--- src/rtl/pipes_scroller_if.sv ---
// Bundles the pipe scroller's run controls and board/score outputs.
// The game tick logic holds the master side. The scroller holds the slave side.
interface pipes_scroller_if #(
  parameter int ROWS    = 16,
  parameter int COLS    = 16,
  parameter int SCORE_W = 8
);
  logic                       en_i;
  logic                       clear_i;
  logic [ROWS-1:0][COLS-1:0]  shiftedGreen_o;
  logic                       step_o;
  logic                       passPulse_o;
  logic [SCORE_W-1:0]         score_o;

  modport master (
    output en_i, clear_i,
    input  shiftedGreen_o, step_o, passPulse_o, score_o
  );

  modport slave (
    input  en_i, clear_i,
    output shiftedGreen_o, step_o, passPulse_o, score_o
  );
endinterface

--- src/rtl/pipes_scroller.sv ---
// Flappy-bird obstacle field generator.
// The board scrolls one column left on every STEP_CYCLES enabled clocks.
// A pipe enters at the right edge every PIPE_W+SPACING steps. Each pipe has an
// LFSR-chosen gap. The block keeps a saturating count of pipes that have fully
// cleared the bird column.
module pipes_scroller #(
  parameter int          ROWS        = 16,
  parameter int          COLS        = 16,
  parameter int          GAP         = 4,
  parameter int          PIPE_W      = 2,
  parameter int          SPACING     = 5,
  parameter int          STEP_CYCLES = 4,
  parameter int          BIRD_COL    = 3,
  parameter int          SCORE_W     = 8,
  parameter logic [15:0] SEED        = 16'hACE1
) (
  input logic               clk_i,
  input logic               rst_ni,
  pipes_scroller_if.slave   bus
);

  localparam int          P       = PIPE_W + SPACING;
  localparam int          DIV_W   = (STEP_CYCLES > 1) ? $clog2(STEP_CYCLES) : 1;
  localparam int          CNT_W   = $clog2(P);
  localparam int          GW      = $clog2(ROWS);
  localparam logic [15:0] GAP_MOD = 16'(ROWS - GAP - 1);

  logic [ROWS-1:0][COLS-1:0] board_q, board_d;
  logic [COLS-1:0]           pipeCol_q, pipeCol_d;
  logic [DIV_W-1:0]          divCnt_q;
  logic [CNT_W-1:0]          colCnt_q;
  logic [GW-1:0]             gapTop_q;
  logic [15:0]               lfsr_q, lfsr_d;
  logic [SCORE_W-1:0]        score_q;
  logic                      step_q, passPulse_q;

  logic                      stepNow, pipeStart, spawnBit, passed;
  logic [GW-1:0]             freshGap, gapUse;
  logic [ROWS-1:0]           spawnCol;

  // Work out the column entering at the right edge and what the board, occupancy and LFSR become if this edge steps
  always_comb begin
    stepNow   = bus.en_i && (divCnt_q == DIV_W'(STEP_CYCLES - 1));
    pipeStart = (colCnt_q == '0);
    freshGap  = GW'(lfsr_q % GAP_MOD) + GW'(1);
    gapUse    = pipeStart ? freshGap : gapTop_q;
    spawnBit  = (colCnt_q < CNT_W'(PIPE_W));
    spawnCol  = '0;
    for (int r = 0; r < ROWS; r++) begin
      spawnCol[r] = spawnBit &&
                    !((GW'(r) >= gapUse) && (GW'(r) <= gapUse + GW'(GAP - 1)));
    end
    lfsr_d    = lfsr_q[0] ? ((lfsr_q >> 1) ^ 16'hB400) : (lfsr_q >> 1);
    pipeCol_d = {spawnBit, pipeCol_q[COLS-1:1]};
    board_d   = '0;
    for (int r = 0; r < ROWS; r++) begin
      board_d[r] = {spawnCol[r], board_q[r][COLS-1:1]};
    end
    passed    = pipeCol_q[BIRD_COL] && !pipeCol_d[BIRD_COL];
  end

  // Scroll, spawn and score. Clear beats a pending step. The LFSR and the latched gap survive a clear.
  always_ff @(posedge clk_i or negedge rst_ni) begin
    if (!rst_ni) begin
      board_q     <= '0;
      pipeCol_q   <= '0;
      divCnt_q    <= '0;
      colCnt_q    <= '0;
      gapTop_q    <= '0;
      lfsr_q      <= SEED;
      score_q     <= '0;
      step_q      <= 1'b0;
      passPulse_q <= 1'b0;
    end else if (bus.clear_i) begin
      board_q     <= '0;
      pipeCol_q   <= '0;
      divCnt_q    <= '0;
      colCnt_q    <= '0;
      score_q     <= '0;
      step_q      <= 1'b0;
      passPulse_q <= 1'b0;
    end else if (bus.en_i) begin
      step_q      <= stepNow;
      passPulse_q <= stepNow && passed;
      if (stepNow) begin
        divCnt_q  <= '0;
        board_q   <= board_d;
        pipeCol_q <= pipeCol_d;
        colCnt_q  <= (colCnt_q == CNT_W'(P - 1)) ? '0 : colCnt_q + CNT_W'(1);
        if (pipeStart) begin
          gapTop_q <= freshGap;
          lfsr_q   <= lfsr_d;
        end
        if (passed && (score_q != {SCORE_W{1'b1}})) begin
          score_q <= score_q + SCORE_W'(1);
        end
      end else begin
        divCnt_q <= divCnt_q + DIV_W'(1);
      end
    end else begin
      step_q      <= 1'b0;
      passPulse_q <= 1'b0;
    end
  end

  assign bus.shiftedGreen_o = board_q;
  assign bus.step_o         = step_q;
  assign bus.passPulse_o    = passPulse_q;
  assign bus.score_o        = score_q;

endmodule

--- src/flat_wrapper.sv ---
// flat-port wrapper written by rule: the top's interface ports become plain ports
module pipes_scroller_flat 
#(
  parameter int          ROWS        = 16,
  parameter int          COLS        = 16,
  parameter int          GAP         = 4,
  parameter int          PIPE_W      = 2,
  parameter int          SPACING     = 5,
  parameter int          STEP_CYCLES = 4,
  parameter int          BIRD_COL    = 3,
  parameter int          SCORE_W     = 8,
  parameter logic [15:0] SEED        = 16'hACE1
)
  (clk_i, rst_ni, bus_en_i, bus_clear_i, bus_shiftedGreen_o, bus_step_o, bus_passPulse_o, bus_score_o);
  pipes_scroller_if #(.ROWS(ROWS), .COLS(COLS), .SCORE_W(SCORE_W)) bus_i ();
  input logic clk_i;
  input logic rst_ni;
  input wire logic [$bits(bus_i.en_i)-1:0] bus_en_i;
  input wire logic [$bits(bus_i.clear_i)-1:0] bus_clear_i;
  output wire logic [$bits(bus_i.shiftedGreen_o)-1:0] bus_shiftedGreen_o;
  output wire logic [$bits(bus_i.step_o)-1:0] bus_step_o;
  output wire logic [$bits(bus_i.passPulse_o)-1:0] bus_passPulse_o;
  output wire logic [$bits(bus_i.score_o)-1:0] bus_score_o;
  assign bus_i.en_i = bus_en_i;
  assign bus_i.clear_i = bus_clear_i;
  assign bus_shiftedGreen_o = bus_i.shiftedGreen_o;
  assign bus_step_o = bus_i.step_o;
  assign bus_passPulse_o = bus_i.passPulse_o;
  assign bus_score_o = bus_i.score_o;
  pipes_scroller #(.ROWS(ROWS), .COLS(COLS), .GAP(GAP), .PIPE_W(PIPE_W), .SPACING(SPACING), .STEP_CYCLES(STEP_CYCLES), .BIRD_COL(BIRD_COL), .SCORE_W(SCORE_W), .SEED(SEED)) u_core (.clk_i(clk_i), .rst_ni(rst_ni), .bus(bus_i));
endmodule
--- config.mk ---
export PLATFORM = sky130hd
export DESIGN_NAME = pipes_scroller_flat
export DESIGN_NICKNAME = d
export VERILOG_FILES = /design/src/rtl/pipes_scroller_if.sv /design/src/rtl/pipes_scroller.sv /design/src/flat_wrapper.sv
export SDC_FILE = /design/constraint.sdc
export NUM_CORES = 1
export LEC_CHECK = 0
export CORE_ASPECT_RATIO = 0.75
export CORE_UTILIZATION = 40
export DETAILED_ROUTE_END_ITERATION = 12
export PLACE_DENSITY_LB_ADDON = 0.2
export SLEW_MARGIN = 15
export SYNTH_ARGS = -nofsm -noshare
export SYNTH_HDL_FRONTEND = slang
export SYNTH_SLANG_ARGS = --single-unit
--- constraint.sdc ---
create_clock -name clk_i -period 9.8 [get_ports clk_i]
set_input_delay 1.47 -clock clk_i [delete_from_list [all_inputs] [get_ports clk_i]]
set_output_delay 1.47 -clock clk_i [all_outputs]
set_load 0.005 [all_outputs]
Word level (Yosys, flattened, before mapping)
Index checks and enable logic that the tools add are counted.

Input port bits: 4. Flip-flop bits (word level): 307. Output and inout bits: 266. Word-level logic and storage cells: 152.

Muxes and demuxes: 23. Equality and inequality tests: 3. Bitwise logic cells: 2. Reduce and logical (&&, ||, !) cells: 61. Div/mod/pow operators: 1. $lt $le $gt $ge: 33. Add/sub/neg operators: 5.

Operators by type and width (count): $mux 256 (3); $mux 16 (4); $logic_and 1x1->1 (36); $ge 4x4->1 const A (8); $le 4x4->1 const A (8); $mux 8 (4); $logic_not 1->1 (17); $ge 3x4->1 const A (4); $le 3x4->1 const A (4); $mod 16x4->16 const B (1); $mux 3 (4); $add 8x1->8 const B (1); $ge 1x4->1 const A (2); $ge 2x4->1 const A (2); $le 1x4->1 const A (2); $le 2x4->1 const A (2); $ne 8x8->1 const B (1); $mux 2 (3); $reduce_and 3->1 (2); $reduce_bool 2->1 (3); $add 4x1->4 const B (1); $add 4x2->4 const B (1); $mux 1 (4); $mux 4 (1); other kinds (10) (10).

Depth between registers and ports, before layout
Depth after elaboration: 11. Depth in mapped cells: 49. Gate-level depth less buffers: 40.

Least setup slack after synthesis
OpenSTA, ideal clock, no wires.

Path type: register -> register. From: reg u_core.lfsr_q[10]. To: reg u_core.board_q, in the netlist u_core.bus.shiftedGreen_o[191]. Data required time: 9674 ps. Arrival: 8535 ps. Library setup time: 126 ps. Buffers on the path: 3. Setup slack: 1139 ps. Cell stages (with the launch flop): 42. Path through: dfstp_2 buf_2 nand2b_1 a21oi_1 or4_1 buf_2 o211ai_1 a21oi_1 or3_4 mux2_4 o221a_1 nor3_2 a211o_1 o21a_2 nor2_1 or4_1 and2_1 and2_1 [6 not listed] a21o_1 xor2_1 ha_1 inv_1 a21oi_1 o21a_1 or2_2 inv_1 ha_1 nand2_1 nand2_1 inv_1 ha_1 clkbuf_1 o21ai_0 nor3_1 a31oi_1 a221o_1.

Cells in the longest elaborated chain, start to end: 11.

RTL lines: start: declaration (line pipes_scroller.sv:33) `logic [15:0] lfsr_q, lfsr_d;`; start signal: assignment (line pipes_scroller.sv:92) `lfsr_q <= lfsr_d;`; $mod 16x4->16 (*) (line pipes_scroller.sv:45) `freshGap = GW'(lfsr_q % GAP_MOD) + GW'(1);`; $add 4x1->4 (*) (line pipes_scroller.sv:45); $mux 4 (*); named net u_core.gapUse[1] (line pipes_scroller.sv:38) `logic [GW-1:0] freshGap, gapUse;`; $add 4x2->4 (line pipes_scroller.sv:51) `!((GW'(r) >= gapUse) && (GW'(r) <= gapUse + GW'(GAP - 1)));`; $le 4x4->1 (line pipes_scroller.sv:51); $logic_and 1x1->1 (*) (line pipes_scroller.sv:51); $logic_not 1->1 (*) (line pipes_scroller.sv:51); $logic_and 1x1->1 (*) (line pipes_scroller.sv:50) `spawnCol[r] = spawnBit &&`; $mux 256 (*) (line pipes_scroller.sv:85) `if (stepNow) begin`; $mux 256 (*) (line pipes_scroller.sv:82) `end else if (bus.en_i) begin`; $mux 256 (*) (line pipes_scroller.sv:74) `end else if (bus.clear_i) begin`; end signal: assignment (line pipes_scroller.sv:87) `board_q <= board_d;`; end: declaration (line pipes_scroller.sv:28) `logic [ROWS-1:0][COLS-1:0] board_q, board_d;`.

The timed path passes the listed nets; every way through them passes the cells marked *. The select of a mux whose other input is x is not followed. A chain may end at the register's enable or synchronous reset.

Final worst setup path
From: reg u_core.lfsr_q[13]. To: reg u_core.board_q, in the netlist u_core.bus.shiftedGreen_o[127].

Cells in the longest elaborated chain, start to end: 11.

RTL lines (line): $mod 16x4->16 (*) (pipes_scroller.sv:45); $add 4x1->4 (*) (pipes_scroller.sv:45); $mux 4 (*); named net u_core.gapUse[1] (pipes_scroller.sv:38); $add 4x2->4 (pipes_scroller.sv:51); $le 3x4->1 (pipes_scroller.sv:51); $logic_and 1x1->1 (*) (pipes_scroller.sv:51); $logic_not 1->1 (*) (pipes_scroller.sv:51); $logic_and 1x1->1 (*) (pipes_scroller.sv:50); $mux 256 (*) (pipes_scroller.sv:85); $mux 256 (*) (pipes_scroller.sv:82); $mux 256 (*) (pipes_scroller.sv:74).

Marked as above.

==> impl_metrics.json <==
{
  "status": "finished clean",
  "wire_per_inst_um": 17.5,
  "fin_crit_sh_pct": 96.1,
  "synthTopCellsByCount": "nand2_1 (583), a21oi_1 (300), dfrtp_1 (296), clkbuf_1 (116), o21ai_0 (59)",
  "worstPathMaxFanout": 18,
  "setup_viol": 0,
  "fillers": 3598,
  "drt_iter0_drc": 1599,
  "fin_ws_ps": 385,
  "synth-edff-count": 0,
  "fp-row-count": 62,
  "yosysTopAreaCellShare_pct": 46.5,
  "ios": 270,
  "antenna_found_initial": 0,
  "grt_max_degree": 193,
  "dp.final_hpwl_um": 30800,
  "cts_hold_buf": 0,
  "cp_slowest_cell": "dfstp_4",
  "grt_pass1_wl_um": 74300,
  "dr_total_vias": 14670,
  "synth_ff_type": "dfrtp_1",
  "yosys-top-cells-area": "dfrtp_1 (46%), nand2_1 (14%), a21oi_1 (9.4%)",
  "async_reset_ff_share_pct": 100,
  "route.detailed.drc": 0,
  "drive_gt1_share_pct": 9.86,
  "seq_area_frac_synth_pct": 47.8,
  "cp.required_ps": 10270,
  "relSlewSlack_pct": 29.6,
  "cp.arrival_ps": 9890,
  "die_h_um": 175,
  "grt_pass1_vias": 13486,
  "synth_seq_cells": 304,
  "finalMaxSlewViolations": 0,
  "overflow": 0,
  "hp-class": "flip-flop to flip-flop",
  "area_growth_pct": 27.6,
  "synth.most_common_cell": "nand2_1",
  "yosysWarnings": 0,
  "clkSinkCount": 304,
  "skew_ps": 41.5,
  "start_kind": "flip-flop",
  "critPathKind": "flip-flop to flip-flop",
  "cts_buffers": 31,
  "clkSlewWorstSetupHoldPaths_ps": 70,
  "core_mm2": 0.0388,
  "synth_area_mm2": 0.0159,
  "grt_use_total_pct": 22.1,
  "insertion_delay_ps": 580,
  "antennaDiodeCount": 0,
  "ys_types": 101,
  "avgSynthCellArea_um2": 8.37,
  "portBuffers": 269,
  "root_buffer": "clkbuf_16",
  "seqCellArea_mm2": 0.00763,
  "multi_input_comb_area_mm2": 0.00778,
  "synth_nets": 1920,
  "crit_path_end_kind": "flip-flop",
  "worstMarginPinSlew_ps": 1060,
  "drtPass1Iterations": 6,
  "cts.path.max_buffers": 3,
  "die-area_mm2": 0.0407,
  "cts_tree": "done",
  "cap_viol_max_count": 0,
  "synth.largest_area_cell": "dfrtp_1",
  "via_per_inst": 5.53,
  "period_minus_slack_ps": 9420,
  "max_clock_freq_ghz": 0.106,
  "initial_utilization_pct": 41.1,
  "cp_slowest_stage_delay_ps": 740,
  "syn_inst": 1905,
  "antenna_left": 0,
  "hold_viol_final": 0,
  "h-tree-depth": 1,
  "drt_wl_total_um": 46500,
  "gp_congestion": 0.892,
  "pre_cts_slack_ps": -18.2,
  "die_w_um": 233,
  "finalNetCount": 2131
}
## registers in the layout, summed over array words and instances (netlist names)
| name | count |
|---|---|
| u_core.bus.passPulse_o | 1 |
| u_core.bus.score_o | 8 |
| u_core.bus.shiftedGreen_o | 256 |
| u_core.bus.step_o | 1 |
| u_core.colCnt_q | 3 |
| u_core.divCnt_q | 2 |
| u_core.gapTop_q | 4 |
| u_core.lfsr_q | 16 |
| u_core.pipeCol_q | 13 |
## timing repair
action	4_1_cts	5_1_grt
pin swaps	0	6
endpoints found under the hold margin	0	0
cloned	0	0
resized for setup	2	34
endpoints found under the setup margin	5	16
buffers inserted	0	8
## final cells by class
cell class              count  share of cell area [%]
clock buffers              42                    4.46
multi-input cells        1432                    38.3
repair buffers            323                    15.4
flip-flops and latches    304                    37.5
inverters                  24                   0.443
clock inverters            15                   0.812
well taps                 512                    3.15
## cell usage in the layout (no fill, tap or decap), types with 10 or more instances in the layout
cell             Yosys  layout
nor2_1              58      56
clkbuf_8             0      11
or3_1               10      10
a211oi_1            14      13
o21ai_0             59      58
clkbuf_16            0      31
nand2_1            583     579
nor3_1              40      38
inv_1               21      21
a21oi_1            300     297
buf_4                6      52
dfrtp_1            296     294
o211ai_1            13      13
a21o_1              13      12
a211o_1             12      12
nand2b_1            14      14
nand4_1             10      10
o21ai_1             13      13
nand3_1             23      22
clkdlybuf4s50_1      0     267
ha_1                11      11
## per-layer routing
metal	share of wire (%)	wire, um	GRT usage (%)
met5	0	0	0
met2	43	20200	32.3
met3	7.1	3310	4.65
met4	1.5	715	4.14
met1	48	22300	33.5
## path summary, 6_finish.rpt
path,end,depth (start not counted),from,slack (ps)
worst max-delay path,u_core.bus.shiftedGreen_o[127]$_DFFE_PN0P_,38,u_core.lfsr_q[13]$_DFFE_PN1P_,380
worst min-delay path,u_core.pipeCol_q[15]$_DFFE_PN0P_,2,u_core.pipeCol_q[15]$_DFFE_PN0P_,490
worst max register to register,u_core.bus.shiftedGreen_o[127]$_DFFE_PN0P_,38,u_core.lfsr_q[13]$_DFFE_PN1P_,380
worst min register to register,u_core.pipeCol_q[15]$_DFFE_PN0P_,2,u_core.pipeCol_q[15]$_DFFE_PN0P_,490
max in group asynchronous,u_core.bus.shiftedGreen_o[207]$_DFFE_PN0P_,2,rst_ni,7270
min in group asynchronous,u_core.bus.shiftedGreen_o[164]$_DFFE_PN0P_,1,rst_ni,980
## metrics by stage
step	instance area, um^2	hold WS, ps	std cells	TNS (ps)	util [%]
2_1_floorplan	15900	447	1905	0	-
3_3_place_gp	19000	465	2587	0	49.1
3_5_place_dp	19000	464	2587	-37.1	49.1
4_1_cts	20100	485	2644	0	51.9
5_1_grt	20300	522	2652	-466	52.4
6_report	20300	486	2652	0	52.4
## cells by family (layout without fill, tap and decap cells)
| family | count (synthesis) | in the layout | share of synthesized area (%) |
|---|---|---|---|
| AOI/OAI and AO/OA | 562 | 562 | 22.3 |
| adders and majority gates | 13 | 13 | 0.997 |
| muxes | 20 | 20 | 1.39 |
| xor gates and xnor gates | 18 | 18 | 0.989 |
| buffers and inverters | 169 | 404 | 4.41 |
| DFF | 304 | 304 | 47.8 |
| and+or+nand+nor | 819 | 819 | 22.2 |
## critical path, delay by kind of cell, from the launching register on
family / cells / cell delay, ps
DFF: 1 / 740
AOI/OAI and AO/OA: 14 / 2900
muxes: 2 / 600
xor gates and xnor gates: 1 / 230
adders and majority gates: 5 / 1430
buffers and inverters: 4 / 460
and+or+nand+nor: 12 / 2960
Power is not shown: default switching activity piles up to over one toggle a cycle in this logic, so the estimate is an artifact.
